File: src/rtl/regmap_access_arbiter.sv
// Two-requester arbiter and access sequencer for the register map port.
// Define REGMAP_ARB_FIXED_PRIO_EN for fixed priority (requester 0 wins); default is round-robin.
module regmap_access_arbiter #(
  parameter int ADDR_WIDTH     = 7,
  parameter int DATA_WIDTH     = 8,
  parameter int NUM_CONFIG_REG = 12,
  parameter int NUM_STATUS_REG = 4,
  parameter int WR_HOLD        = 4,
  parameter int WR_GAP         = 4,
  parameter int RD_CYCLES      = 2
) (
  input  logic                  clk_i,
  input  logic                  rst_n,
  input  logic                  req0_valid_i,
  output logic                  req0_ready_o,
  input  logic                  req0_we_i,
  input  logic [ADDR_WIDTH-1:0] req0_addr_i,
  input  logic [DATA_WIDTH-1:0] req0_wdata_i,
  output logic                  rsp0_valid_o,
  output logic [DATA_WIDTH-1:0] rsp0_rdata_o,
  output logic                  rsp0_err_o,
  input  logic                  req1_valid_i,
  output logic                  req1_ready_o,
  input  logic                  req1_we_i,
  input  logic [ADDR_WIDTH-1:0] req1_addr_i,
  input  logic [DATA_WIDTH-1:0] req1_wdata_i,
  output logic                  rsp1_valid_o,
  output logic [DATA_WIDTH-1:0] rsp1_rdata_o,
  output logic                  rsp1_err_o,
  output logic [ADDR_WIDTH-1:0] rm_addr_o,
  output logic [DATA_WIDTH-1:0] rm_write_data_o,
  output logic                  rm_write_en_o,
  output logic                  rm_read_en_o,
  input  logic [DATA_WIDTH-1:0] rm_read_data_i
);

  localparam int CNT_MAX_A = (WR_HOLD > WR_GAP) ? WR_HOLD : WR_GAP;
  localparam int CNT_MAX   = (CNT_MAX_A > RD_CYCLES) ? CNT_MAX_A : RD_CYCLES;
  localparam int CNT_W     = $clog2(CNT_MAX + 1);

  localparam logic [CNT_W-1:0] HOLD_LAST = CNT_W'(WR_HOLD - 1);
  localparam logic [CNT_W-1:0] GAP_LAST  = CNT_W'(WR_GAP - 1);
  localparam logic [CNT_W-1:0] RD_LAST   = CNT_W'(RD_CYCLES - 1);

  localparam logic [ADDR_WIDTH:0] CFG_LIM = (ADDR_WIDTH + 1)'(NUM_CONFIG_REG);
  localparam logic [ADDR_WIDTH:0] ALL_LIM = (ADDR_WIDTH + 1)'(NUM_CONFIG_REG + NUM_STATUS_REG);

  typedef enum logic [2:0] {
    ST_IDLE,
    ST_WR_SETUP,
    ST_WR_HOLD,
    ST_WR_GAP,
    ST_RD_EN,
    ST_RD_CAP,
    ST_RESP
  } state_t;

  state_t                  state_q, state_d;
  logic [CNT_W-1:0]        cnt_q, cnt_d;
  logic                    id_q, id_d;
  logic                    err_q, err_d;
  logic [DATA_WIDTH-1:0]   rdata_q, rdata_d;
  logic [ADDR_WIDTH-1:0]   rm_addr_q, rm_addr_d;
  logic [DATA_WIDTH-1:0]   rm_wdata_q, rm_wdata_d;
  logic                    rm_we_q, rm_we_d;
  logic                    rm_re_q, rm_re_d;

  logic                    grant;
  logic                    accept;
  logic                    sel_we;
  logic [ADDR_WIDTH-1:0]   sel_addr;
  logic [DATA_WIDTH-1:0]   sel_wdata;
  logic                    sel_illegal;

`ifdef REGMAP_ARB_FIXED_PRIO_EN
  always_comb begin
    grant = ~req0_valid_i;
  end
`else
  logic last_q, last_d;

  // On contention the requester not served last wins; otherwise whoever is valid.
  always_comb begin
    if (req0_valid_i && req1_valid_i) grant = ~last_q;
    else                              grant = req1_valid_i;
  end

  always_comb begin
    last_d = last_q;
    if (accept) last_d = grant;
  end

  always_ff @(posedge clk_i) begin
    if (!rst_n) last_q <= 1'b1;
    else        last_q <= last_d;
  end
`endif

  // Handshake: a request is taken on the edge where its valid and ready are both high;
  // ready is only offered in IDLE, to the granted requester, while that requester is valid.
  assign req0_ready_o = rst_n && (state_q == ST_IDLE) && req0_valid_i && !grant;
  assign req1_ready_o = rst_n && (state_q == ST_IDLE) && req1_valid_i &&  grant;
  assign accept       = req0_ready_o || req1_ready_o;

  assign sel_we      = grant ? req1_we_i    : req0_we_i;
  assign sel_addr    = grant ? req1_addr_i  : req0_addr_i;
  assign sel_wdata   = grant ? req1_wdata_i : req0_wdata_i;
  assign sel_illegal = sel_we ? ({1'b0, sel_addr} >= CFG_LIM)
                              : ({1'b0, sel_addr} >= ALL_LIM);

  always_comb begin
    state_d    = state_q;
    cnt_d      = cnt_q;
    id_d       = id_q;
    err_d      = err_q;
    rdata_d    = rdata_q;
    rm_addr_d  = rm_addr_q;
    rm_wdata_d = rm_wdata_q;
    case (state_q)
      ST_IDLE: begin
        if (accept) begin
          id_d  = grant;
          cnt_d = '0;
          if (sel_illegal) begin
            // Answered locally; the register map port is left untouched.
            err_d   = 1'b1;
            rdata_d = sel_we ? {DATA_WIDTH{1'b0}} : {DATA_WIDTH{1'b1}};
            state_d = ST_RESP;
          end else begin
            err_d      = 1'b0;
            rdata_d    = '0;
            rm_addr_d  = sel_addr;
            rm_wdata_d = sel_wdata;
            state_d    = sel_we ? ST_WR_SETUP : ST_RD_EN;
          end
        end
      end
      ST_WR_SETUP: begin
        cnt_d   = '0;
        state_d = ST_WR_HOLD;
      end
      ST_WR_HOLD: begin
        if (cnt_q == HOLD_LAST) begin
          cnt_d   = '0;
          state_d = ST_WR_GAP;
        end else begin
          cnt_d = cnt_q + CNT_W'(1);
        end
      end
      ST_WR_GAP: begin
        if (cnt_q == GAP_LAST) begin
          cnt_d   = '0;
          state_d = ST_RESP;
        end else begin
          cnt_d = cnt_q + CNT_W'(1);
        end
      end
      ST_RD_EN: begin
        if (cnt_q == RD_LAST) begin
          cnt_d   = '0;
          state_d = ST_RD_CAP;
        end else begin
          cnt_d = cnt_q + CNT_W'(1);
        end
      end
      ST_RD_CAP: begin
        rdata_d = rm_read_data_i;
        state_d = ST_RESP;
      end
      ST_RESP: begin
        state_d = ST_IDLE;
      end
      default: begin
        state_d = ST_IDLE;
      end
    endcase
  end

  // Enables are registered off the next state so they are glitch-free at the register map.
  assign rm_we_d = (state_d == ST_WR_HOLD);
  assign rm_re_d = (state_d == ST_RD_EN);

  always_ff @(posedge clk_i) begin
    if (!rst_n) begin
      state_q    <= ST_IDLE;
      cnt_q      <= '0;
      id_q       <= 1'b0;
      err_q      <= 1'b0;
      rdata_q    <= '0;
      rm_addr_q  <= '0;
      rm_wdata_q <= '0;
      rm_we_q    <= 1'b0;
      rm_re_q    <= 1'b0;
    end else begin
      state_q    <= state_d;
      cnt_q      <= cnt_d;
      id_q       <= id_d;
      err_q      <= err_d;
      rdata_q    <= rdata_d;
      rm_addr_q  <= rm_addr_d;
      rm_wdata_q <= rm_wdata_d;
      rm_we_q    <= rm_we_d;
      rm_re_q    <= rm_re_d;
    end
  end

  assign rm_addr_o       = rm_addr_q;
  assign rm_write_data_o = rm_wdata_q;
  assign rm_write_en_o   = rm_we_q;
  assign rm_read_en_o    = rm_re_q;

  assign rsp0_valid_o = (state_q == ST_RESP) && !id_q;
  assign rsp1_valid_o = (state_q == ST_RESP) &&  id_q;
  assign rsp0_rdata_o = rsp0_valid_o ? rdata_q : '0;
  assign rsp1_rdata_o = rsp1_valid_o ? rdata_q : '0;
  assign rsp0_err_o   = rsp0_valid_o && err_q;
  assign rsp1_err_o   = rsp1_valid_o && err_q;

endmodule

File: config.mk
export PLATFORM = sky130hd
export DESIGN_NAME = regmap_access_arbiter
export DESIGN_NICKNAME = d
export VERILOG_FILES = /design/src/rtl/regmap_access_arbiter.sv
export SDC_FILE = /design/constraint.sdc
export NUM_CORES = 1
export LEC_CHECK = 0
export ABC_AREA = 1
export BUFFER_PORTS_ARGS = -buffer_cell sky130_fd_sc_hd__buf_2
export CAP_MARGIN = 20
export CORE_MARGIN = 3
export CORE_UTILIZATION = 35
export DETAILED_ROUTE_END_ITERATION = 12
export PLACE_DENSITY = 0.74
export SLEW_MARGIN = 0
export SYNTH_ARGS = -nofsm -noshare
export SYNTH_HDL_FRONTEND = slang
export SYNTH_SLANG_ARGS = --single-unit
export TNS_END_PERCENT = 5
File: constraint.sdc
create_clock -name clk_i -period 1.6 [get_ports clk_i]
set_input_delay 0.16 -clock clk_i [delete_from_list [all_inputs] [get_ports clk_i]]
set_output_delay 0.16 -clock clk_i [all_outputs]
set_load 0.005 [all_outputs]
# Word-level counts from Yosys, hierarchy flattened
# Cells that the tools add are included.
[classes]
add_sub_neg = 1
multipliers = 0
n_div = 0
n_lt_le_gt_ge = 2
n_eq_ne = 11
shift = 0
muxes = 23
bitwise_logic = 2
reduce_logical = 21
[op_table]
columns = ["cell", "count"]
rows = [
  ["2-to-1 mux 8 bit", 6],
  ["2-to-1 mux 3 bit", 9],
  ["one-hot mux 3 bit (6 select lines)", 1],
  ["one-hot mux 8 bit (2 select lines)", 1],
  ["== test 3 x 2 -> 1 bit (second input constant)", 4],
  ["== test 3 bit (second input constant)", 4],
  ["one-hot mux 3 bit (4 select lines)", 1],
  ["logical AND 1 bit", 10],
  ["greater-or-equal comparator 7 x 4 -> 1 bit (second input constant)", 1],
  ["greater-or-equal comparator 7 x 5 -> 1 bit (second input constant)", 1],
  ["2-to-1 mux 7 bit", 1],
  ["== test 3 x 1 -> 1 bit (second input constant)", 2],
  ["AND reduction 2 bit", 3],
  ["2-to-1 mux 1 bit", 4],
  ["nonzero test 4 bit", 1],
  ["adder 3 x 1 -> 3 bit (second input constant)", 1],
  ["zero test 3 bit", 1],
  ["AND reduction 3 bit", 1],
  ["zero test 1 bit", 2],
  ["!= test 2 bit (second input constant)", 1],
  ["NOT 1 bit", 2],
  ["nonzero test 2 bit", 1],
  ["OR reduction 2 bit", 1],
  ["logical OR 1 bit", 1],
]
[word_totals]
register_bits = 34
latch_bits = 0
ramBits = 0
romBits = 0
in_bits = 44
mem_count = 0

# Longest topological paths before layout
# Gate-level depths: netlist of run 1.
[logic_depth]
ltp_word = 9
mapped_depth = 11
depth_no_buf = 11

# Worst setup path after synthesis of run 1
# Ideal clock, no wire load.
[synth_timing]
path_kind = "register to register"
from = "reg state_q[1]"
to = "reg rm_addr_q[3] (netlist: rm_addr_o[3])"
arrival_ns = 1.329
t_required_ns = 1.468
slack_ns = 0.139
stages_incl_launch_ff = 10
n_path_buf = 1
period_less_slack_ns = 1.461
path_cell_list = "dfxtp_1 inv_1 nand2_1 nor2_1 nand3b_2 inv_1 nand3_2 buf_4 nand2_1 a21oi_1"
[synth_via]
elab_chain_len = 6
word_cells_on_any_way = 8
classes_between = "reduce/logical: 8"
[synth_rtl]
columns = ["item", "line_no", "rtl"]
rows = [
  ["start, declared", "58", "state_t state_q, state_d;"],
  ["start signal, assigned", "195", "state_q <= state_d;"],
  ["zero test 3 bit (*)", "101, 102, 119", ""],
  ["logical AND 1 bit", "101, 102", ""],
  ["logical AND 1 bit, on equally long branches (2 in a row)", "101, 102", ""],
  ["logical OR 1 bit", "103", "assign accept = req0_ready_o || req1_ready_o;"],
  ["AND reduction 3 bit (no source line) (*)", "n/a", ""],
  ["end signal, assigned", "200", "rm_addr_q <= rm_addr_d;"],
  ["end, declared", "63", "logic [ADDR_WIDTH-1:0] rm_addr_q, rm_addr_d;"],
]
# Mark *: on every way between the ends. The rest lies on a longest branch, timed or not.
# A chain may end at the register's enable or synchronous reset.

# Worst setup path in the final report of run 1
[layout_timing]
from = "reg state_q[0]"
to = "out req0_ready_o"
[layout_via]
elab_chain_len = 4
[layout_rtl]
columns = ["item", "line_no", "rtl"]
rows = [
  ["zero test 3 bit", "101", "assign req0_ready_o = rst_n && (state_q == ST_IDLE) && req0_valid_i && !grant;"],
  ["logical AND 1 bit (3 in a row)", "101", ""],
  ["end, declared", "15", "output logic req0_ready_o,"],
]
# Every way passes these cells.

==> flow_summary_export.csv, run 1 <==
group,metric,value,unit
setup_path,crit_chain,"inv_2 -> nand2_4 -> nor2_4 -> buf_6 -> nand2_2 -> nor3b_2 -> buf_2",
power,ir_worst_vdd,402,uV
route,avgViaCountPerCell,4.81,
clock_network,clk_pin_slew,70,ps
yosys,yosys-top-cells-count,"nand2_1, dfxtp_1, inv_1, nor2_1, a21oi_1",
power,p_leak,1.29,nW
cells_and_area,seqCellArea,693,um2
sta,skew,5.49,ps
sta,setup-violations-final,0,
cells_and_area,diodes,0,
yosys,netlist_instances,274,
setup_path,arrival,1430,ps
clock_network,numCtsBuffers,5,
placement,preCtsSetupSlack,-6.86,ps
sta,maxSlewViolCount,0,
cells_and_area,drive_gt1_frac,0.426,
cells_and_area,fin_util,0.549,
setup_path,worstPathRequired,1440,ps
outcome,outcome,"completed",
yosys,synth_top_area_cell,"dfxtp_1",
floorplan,die_w,77.9,um
yosys,syn_area_per_cell,6.60,um2
clock_network,clockBufferDepth,2,
route,drt_iter0_drc,73,
route,drc,0,
yosys,synth_edf_count,0,
power,total_power,2.26,mW
placement,dp.cells,421,
yosys,ys.flop_type,"dfxtp_1",
route,wl_per_cell,12.4,um
setup_path,r2r_start,"last_q$_SDFFE_PN1N_",
sta,fmax,629,MHz
sta,worst_slew_pin_slew,438,ps
sta,grt_setup_unrepaired,"true",
global_routing,grt_pass1_vias,1838,
clock_network,h-tree-depth,2,
route,routed_wl,5460,um
sta,setup_ws,9.84,ps
cells_and_area,fin_nets,420,
yosys,synth_area_leaders,"dfxtp_1, nand2_1, inv_1, nor2_1, a21oi_1",
yosys,synthArstFlopShare,0,
setup_path,endpoint_kind,"output port",
floorplan,num_io_pins,83,
floorplan,start_util,0.373,
min_path,hold_path_end,"rdata_q[0]$_SDFFE_PN0P_",
cells_and_area,instances_no_fill,440,
clock_network,hold_buffers,0,
setup_path,rr_worst_depth,10,
setup_path,reg2reg_slack,40,ps
min_path,hold_path_class,"in2reg",
setup_path,cpPeakStageDelay,360,ps
global_routing,grt_overflow,0,
cells_and_area,area_growth,47.3,%
yosys,netlist.area_leader.share,0.376,
clock_network,cts_tree,"done",
clock_network,cts-root-buf,"clkbuf_8",
setup_path,crit_slowest_cell,"dfxtp_4",
global_routing,antenna_found_initial,0,
setup_path,reg2reg_to,"state_q[0]$_SDFF_PN0_",
global_routing,grt_start_max_net_pins,18,
min_path,holdPathStages,3,
sta,period_minus_slack,1590,ps
sta,final-hold-violation-count,0,
min_path,hold_start,"rm_read_data_i[0]",
sta,slew_headroom,0.705,
floorplan,coreArea,4850,um2
yosys,ys_seq_area_frac,0.376,
yosys,ys_ff_latch,34,
floorplan,num_rows,25,
global_routing,grt_pass1_wl,8040,um
floorplan,die_h,77.9,um
placement,place_area,2320,um2
sta,fin_crit_sh,0.994,
route,via_count,2116,
setup_path,start_kind,"register",
floorplan,die_area,6060,um2
cells_and_area,multi_input_area,1110,um2
placement,place_congestion,0.841,
yosys,synth_warnings,0,
cells_and_area,fill_cells,462,
yosys,yosysMostFrequentCell,"nand2_1",
route,antenna_left,0,
placement,dp_hpwl,3840,um
global_routing,gr-usage-all-layers,0.164,
yosys,syn-cell-area,1810,um2
power,p_per_area,849,nW/um2
job,maxCapViolations,0,
setup_path,critPathMaxFanout,4,
route,drtPass1Iterations,4,
yosys,synth.distinct_cells,27,
yosys,syn-num-nets,322,
placement,numPortBuffers,82,
cells_and_area,postLayoutCellArea,2660,um2
clock_network,clk_latency,290,ps
clock_network,clock_sinks,34,
setup_path,worstSetupPathType,"reg2out",
[state kept, by name, summed over array words and instances (netlist names)]
name,cells
cnt_q,3
err_q,1
id_q,1
last_q,1
rdata_q,8
rm_addr_o,7
rm_read_en_o,1
rm_write_data_o,8
rm_write_en_o,1
state_q,3
[cell type report]
class / count / share of cell area
Timing Repair inverter: 1 / 0.00141
Inverter: 33 / 0.0475
Tap cell: 67 / 0.0315
Sequential cell: 34 / 0.260
Clock inverter: 3 / 0.00799
Timing Repair Buffer: 100 / 0.209
Clock buffer: 5 / 0.0258
Multi-Input combinational cell: 197 / 0.416
[metal layers]
layer / track usage / part of all wire / vias up
met4: 0.0569 / 0.011 / 0
met5: 0 / 0 / -
met3: 0.0661 / 0.094 / 8
met1: 0.193 / 0.41 / 939
li1: - / - / 1073
met2: 0.268 / 0.49 / 96
[worst max path at each step]
| stage | slack, ps | start | to |
|---|---|---|---|
| floorplan | 140 | state_q[1]$_SDFF_PN0_ | rm_addr_o[3]$_SDFFE_PN0P_ |
| global placement | 40 | last_q$_SDFFE_PN1N_ | rdata_q[5]$_SDFFE_PN0P_ |
| detailed placement | -7 | state_q[1]$_SDFF_PN0_ | rdata_q[1]$_SDFFE_PN0P_ |
| CTS | -50 | last_q$_SDFFE_PN1N_ | req0_ready_o |
| global route | -60 | state_q[0]$_SDFF_PN0_ | req0_ready_o |
| finish | 10 | state_q[0]$_SDFF_PN0_ | req0_ready_o |
[power breakdown]
group	switching [mW]	internal, mW	total (mW)
Sequential	0.0506	0.917	0.968
Clock	0.341	0.306	0.647
Combinational	0.380	0.266	0.646
[cell usage in the layout (no fill, tap or decap), drive strengths merged]
| cell type | n |
|---|---|
| buf | 100 |
| nand2 | 89 |
| inv | 34 |
| nor2 | 34 |
| dfxtp | 34 |
| a21oi | 18 |
| nand3 | 17 |
| nand4 | 10 |
| a31oi | 9 |
| o21ai | 9 |
| clkbuf | 5 |
| ha | 4 |
| nor3b | 2 |
| nand3b | 2 |
| clkinv | 2 |
| nor3 | 1 |
| o21bai | 1 |
| or2 | 1 |
| clkinvlp | 1 |
[worst max-delay path, delay by kind of cell, from the launching register on]
family / cells / cell delay (ps)
AND/OR/NAND/NOR: 4 / 450
flip-flops: 1 / 360
buffers and inverters: 3 / 320
[through the flow]
stage | hold slack (ps) | setup TNS, ps
2_1_floorplan | 355 | 0
3_3_place_gp | 422 | 0
3_5_place_dp | 425 | -6.86
4_1_cts | 139 | -52.8
5_1_grt | 167 | -594
6_report | 167 | 0
[cell families after synthesis]
group,synth area share
and+or+nand+nor,0.383
buffers and inverters,0.0962
AOI/OAI and AO/OA,0.116
DFF,0.376
adders and majority gates,0.0277
[timing repair]
action | 4_1_cts | 5_1_grt
gates cloned | 0 | 2
resized for setup | 4 | 53
setup endpoints to repair | 19 | 45
hold endpoints to repair | 0 | 0
setup buffers | 0 | 9
pin swaps | 0 | 18
No activity file was read; power rests on OpenSTA's default activity.
==> inputs of run 2 (changes only) <==
Settings changed: CORE_UTILIZATION 35 to 45, PLACE_DENSITY 0.74 to 0.88.
==> run 2 against run 1 <==
Non-clock buffer count down 1. Clock-buffer cell count is 2 higher. Sequential cell count stayed put. Utilization grew 14 points. Global-route usage grew 3.7 points. Largest cell class unchanged. Largest power group unchanged. Highest routed layer unchanged.
==> flow_summary_export.csv, run 2 (synthesis results as in run 1) <==
group,metric,value,unit
global_routing,grt_pass1_vias,1879,
cells_and_area,layout_common_cells,"buf_2, nand2_1, inv_1, dfxtp_1, nor2_1",
sta,grt_setup_unrepaired,"true",
placement,place_area,2300,um2
floorplan,num_rows,22,
sta,fin_crit_sh,0.978,
min_path,hold_path_class,"in2reg",
floorplan,start_util,0.479,
clock_network,h-tree-depth,2,
sta,slew_headroom,0.730,
route,avgViaCountPerCell,5.05,
clock_network,clk_pin_slew,70,ps
clock_network,cts_tree,"done",
cells_and_area,area_growth,44.1,%
sta,setup_tns,0,ps
route,drtPass1Iterations,4,
clock_network,hold_buffers,0,
setup_path,crit_start,"last_q$_SDFFE_PN1N_",
cells_and_area,diodes,0,
power,ir_worst_vdd,505,uV
route,drc,0,
power,p_comb_frac,0.278,
power,p_per_area,869,nW/um2
sta,setup_ws,34.5,ps
floorplan,coreArea,3770,um2
floorplan,die_h,69.4,um
power,p_int,1.51,mW
cells_and_area,multi_input_area,1080,um2
global_routing,grt_overflow,0,
placement,dp_hpwl,3680,um
clock_network,cts-root-buf,"clkbuf_8",
cells_and_area,instances_no_fill,420,
clock_network,clk_latency,290,ps
setup_path,start_kind,"register",
sta,worst_slew_pin_slew,401,ps
global_routing,grt_start_max_net_pins,18,
sta,final-hold-violation-count,0,
sta,skew,7.84,ps
setup_path,r2r_start,"last_q$_SDFFE_PN1N_",
route,antenna_left,0,
setup_path,worstPathRequired,1820,ps
min_path,holdPathStages,3,
route,via_count,2122,
setup_path,worstSetupPathType,"reg2reg",
placement,numPortBuffers,82,
clock_network,clock_sinks,34,
global_routing,grt_pass1_wl,8090,um
power,power.share.clock,0.296,
sta,maxSlewViolCount,0,
power,switching_power,0.750,mW
cells_and_area,seqCellArea,686,um2
cells_and_area,fin_nets,419,
sta,fmax,639,MHz
outcome,outcome,"completed",
clock_network,clockBufferDepth,2,
route,wl_per_cell,12.8,um
cells_and_area,fill_cells,288,
power,total_power,2.26,mW
sta,setup-violations-final,0,
power,pwr-share-seq,0.426,
cells_and_area,layout_commonest_cell,"buf_2",
setup_path,critPathMaxFanout,14,
floorplan,num_io_pins,83,
global_routing,gr-usage-all-layers,0.201,
floorplan,die_w,69.4,um
global_routing,antenna_found_initial,0,
sta,period_minus_slack,1570,ps
placement,dp.cells,403,
placement,preCtsSetupSlack,-14.9,ps
cells_and_area,fin_util,0.691,
setup_path,arrival,1780,ps
sta,whs,167,ps
setup_path,rr_worst_depth,9,
route,drt_iter0_drc,145,
placement,place_congestion,0.844,
clock_network,numCtsBuffers,5,
floorplan,die_area,4810,um2
job,maxCapViolations,0,
cells_and_area,postLayoutCellArea,2610,um2
cells_and_area,drive_gt1_frac,0.401,
setup_path,endpoint_kind,"register",
route,routed_wl,5380,um
power,p_leak,1.30,nW
min_path,hold_start,"rm_read_data_i[3]",
power,switching_share,0.331,
[run 2: path summary, 6_finish.rpt]
check | endpoint | slack (ps)
worst max-delay path | rm_addr_o[3]$_SDFFE_PN0P_ | 30
worst min-delay path | rdata_q[3]$_SDFFE_PN0P_ | 170
worst max register to register | rm_addr_o[3]$_SDFFE_PN0P_ | 30
worst min register to register | rm_addr_o[4]$_SDFFE_PN0P_ | 440
[run 2: cell type report]
cell class              count  share of cell area
well taps                  48              0.0231
clock inverters             1             0.00192
repair buffers             99               0.212
clock buffers               7              0.0331
repair inverters            1             0.00144
inverters                  33              0.0485
flip-flops and latches     34               0.263
multi-input cells         197               0.416
[run 2: routing by layer]
metal  up-vias  wire length (um)  track usage
met5         -                 0            0
met4         0               146       0.0716
met3        14               405       0.0623
met2        90              2600        0.345
met1       948              2230        0.234
li1       1070                 -            -
[run 2: repair_timing]
action	4_1_cts	5_1_grt
setup endpoints to repair	13	37
pin swaps	0	13
buffers inserted	0	8
resized for setup	4	43
gates cloned	0	2
[run 2: worst max-delay path, cell delays in order (launching register included)]
cell	delay, ps
dfxtp_2	340
nand2_4	90
nand2_4	80
buf_6	140
o21ai_4	220
nand3_4	130
nand3_4	110
buf_8	150
nand2_1	80
a21oi_2	140
[run 2: power groups by stage]
stage | Combinational [mW] | Clock (mW) | Sequential (mW)
finish | 0.629 | 0.670 | 0.965
global route | 0.705 | 0.706 | 0.972
CTS | 0.531 | 0.669 | 0.952
detailed placement | 0.520 | 0 | 0.970
global placement | 0.504 | 0 | 0.967
floorplan | 0.332 | 0 | 0.963
==> inputs of run 3 (changes only) <==
Settings changed: CTS_BUF_LIST from default to sky130_fd_sc_hd__clkbuf_4 sky130_fd_sc_hd__clkbuf_8, REMOVE_ABC_BUFFERS from default to 1.
==> run 3 against run 2 <==
Non-clock buffer count grew 4. Register-to-register slack worse by 20 ps. Combinational power about the same. Wire length is 3.0% higher. Via count up 1.1%. First-iteration DRC count shrank 43%. Clock skew decreased by 4.6 ps. Clock power about the same. Sequential power rose by 0.5%. Largest cell class unchanged.
==> flow_summary_export.csv, run 3 (synthesis results as in run 1) <==
group,metric,value,unit
outcome,outcome,"completed",
route,routed_wl,5550,um
route,drc,0,
route,via_count,2146,
clock_network,clk_pin_slew,70,ps
cells_and_area,fill_cells,300,
route,antenna_left,0,
cells_and_area,layout_common_cells,"buf_2, nand2_1, inv_1",
setup_path,reg2reg_to,"rm_write_data_o[0]$_SDFFE_PN0P_",
floorplan,die_area,4810,um2
placement,dp_hpwl,3700,um
setup_path,crit_chain,"inv_1 -> nand2_2 -> nor2_4 -> buf_4 -> nand2_1 -> nor3b_2 -> buf_2",
cells_and_area,seqCellArea,689,um2
global_routing,antenna_found_initial,0,
global_routing,grt_overflow,0,
min_path,hold_start,"rst_n",
setup_path,critPathMaxFanout,4,
floorplan,num_rows,22,
power,p_leak,1.31,nW
power,ir_worst_vdd,666,uV
clock_network,clock_sinks,34,
cells_and_area,layout_commonest_cell,"buf_2",
setup_path,reg2reg_slack,10,ps
global_routing,grt_pass1_vias,1909,
cells_and_area,drive_gt1_frac,0.404,
cells_and_area,instances_no_fill,424,
placement,place_congestion,0.846,
sta,skew,3.27,ps
route,avgViaCountPerCell,5.06,
min_path,holdPathStages,2,
cells_and_area,diodes,0,
clock_network,h-tree-depth,2,
sta,whs,151,ps
global_routing,grt_pass1_wl,8090,um
floorplan,start_util,0.479,
sta,period_minus_slack,1590,ps
placement,dp.cells,403,
power,p_comb_frac,0.277,
power,p_int,1.52,mW
clock_network,cts_tree,"done",
power,total_power,2.27,mW
power,p_per_area,860,nW/um2
setup_path,start_kind,"register",
clock_network,hold_buffers,0,
placement,numPortBuffers,82,
setup_path,crit_family,"simple AND/OR/NAND/NOR gates",
clock_network,cts-root-buf,"clkbuf_8",
setup_path,cpPeakStageDelay,330,ps
sta,grt_setup_unrepaired,"true",
setup_path,worstPathRequired,1440,ps
sta,worst_slew_pin_slew,356,ps
power,power.share.clock,0.295,
sta,final-hold-violation-count,0,
setup_path,worstSetupPathType,"reg2out",
route,drtPass1Iterations,4,
setup_path,crit_slowest_cell,"dfxtp_2",
floorplan,num_io_pins,83,
global_routing,gr-usage-all-layers,0.203,
cells_and_area,area_growth,45.8,%
min_path,hold_path_end,"last_q$_SDFFE_PN1N_",
setup_path,critPathBufInv,3,
sta,fin_crit_sh,0.994,
setup_path,arrival,1430,ps
route,drt_iter0_drc,83,
setup_path,r2r_start,"last_q$_SDFFE_PN1N_",
setup_path,rr_worst_depth,10,
sta,maxSlewViolCount,0,
min_path,hold_path_class,"in2reg",
clock_network,clockBufferDepth,2,
sta,slew_headroom,0.760,
cells_and_area,multi_input_area,1040,um2
clock_network,numCtsBuffers,5,
route,wl_per_cell,13.1,um
sta,fmax,629,MHz
job,maxCapViolations,0,
power,pwr-share-seq,0.428,
sta,setup-violations-final,0,
cells_and_area,fin_nets,423,
floorplan,die_w,69.4,um
clock_network,clk_latency,290,ps
power,switching_share,0.328,
floorplan,die_h,69.4,um
power,switching_power,0.745,mW
global_routing,grt_start_max_net_pins,18,
floorplan,coreArea,3770,um2
setup_path,endpoint_kind,"output port",
==> run 3: cell count changes in the layout (fill, tap and decap cells not counted), sizes merged <==
| cell | before | now |
|---|---|---|
| nand2 | 89 | 90 |
| clkinv | 1 | 2 |
| clkinvlp | 0 | 1 |
| buf | 99 | 102 |
| nor2 | 34 | 33 |
| inv | 34 | 33 |
==> run 3: how the worst max path moves through the flow <==
stage	startpoint	endpoint	slack [ps]	cells after the start
2_1_floorplan	state_q[1]$_SDFF_PN0_	rm_read_en_o$_SDFF_PN0_	-210	8
3_3_place_gp	last_q$_SDFFE_PN1N_	rdata_q[2]$_SDFFE_PN0P_	50	7
3_5_place_dp	last_q$_SDFFE_PN1N_	rdata_q[5]$_SDFFE_PN0P_	20	7
4_1_cts	state_q[0]$_SDFF_PN0_	req0_ready_o	-20	7
5_1_grt	state_q[1]$_SDFF_PN0_	req0_ready_o	-70	7
6_report	state_q[1]$_SDFF_PN0_	req0_ready_o	10	7
==> run 3: power groups by stage <==
stage	clock network (mW)	registers (mW)	logic, mW
global route	0.715	0.974	0.698
finish	0.669	0.970	0.628
CTS	0.672	0.954	0.538
floorplan	0	0.974	0.303
global placement	0	0.967	0.504
detailed placement	0	0.969	0.516
==> run 3: per-stage QoR <==
stage / setup TNS [ps] / worst slack [ps] / utilization / instance area, um2
detailed placement: 0 / 22.9 / 0.611 / 2300
global route: -1040 / -74.4 / 0.699 / 2640
floorplan: -2850 / -213 / - / 1760
finish: 0 / 9.68 / 0.699 / 2640
global placement: 0 / 47.0 / 0.611 / 2300
CTS: -36.8 / -15.9 / 0.649 / 2450
==> run 3: timing repair <==
action                     in CTS  in global routing
setup endpoints to repair      10                 38
setup buffers                   2                  8
resized for setup               7                 33
cloned                          2                  1
pin swaps                       1                  9
==> run 3: layer usage <==
layer | GRT usage | up-vias | routed length [um]
li1 | - | 1078 | -
met1 | 0.228 | 954 | 2070
met2 | 0.345 | 95 | 2800
met3 | 0.0739 | 19 | 487
met4 | 0.0824 | 0 | 182
met5 | 0 | - | 0
==> run 3: worst register-to-register path, cell delays in order, from the launching register on <==
cell and delay (ps):
dfxtp_2 340, nand2_4 110, nand2_4 90, buf_6 130, o21ai_4 210, nand3_2 140
nand2_2 120, nor2_4 50, buf_12 140, nand2_1 80, a21oi_1 70
==> run 3: area by class of cell <==
type,instances,area share
Multi-Input combinational cell,197,0.396
Clock buffer,6,0.0313
Sequential cell,34,0.262
Timing Repair inverter,1,0.00190
Inverter,33,0.0479
Clock inverter,2,0.00475
Tap cell,48,0.0228
Timing Repair Buffer,103,0.234
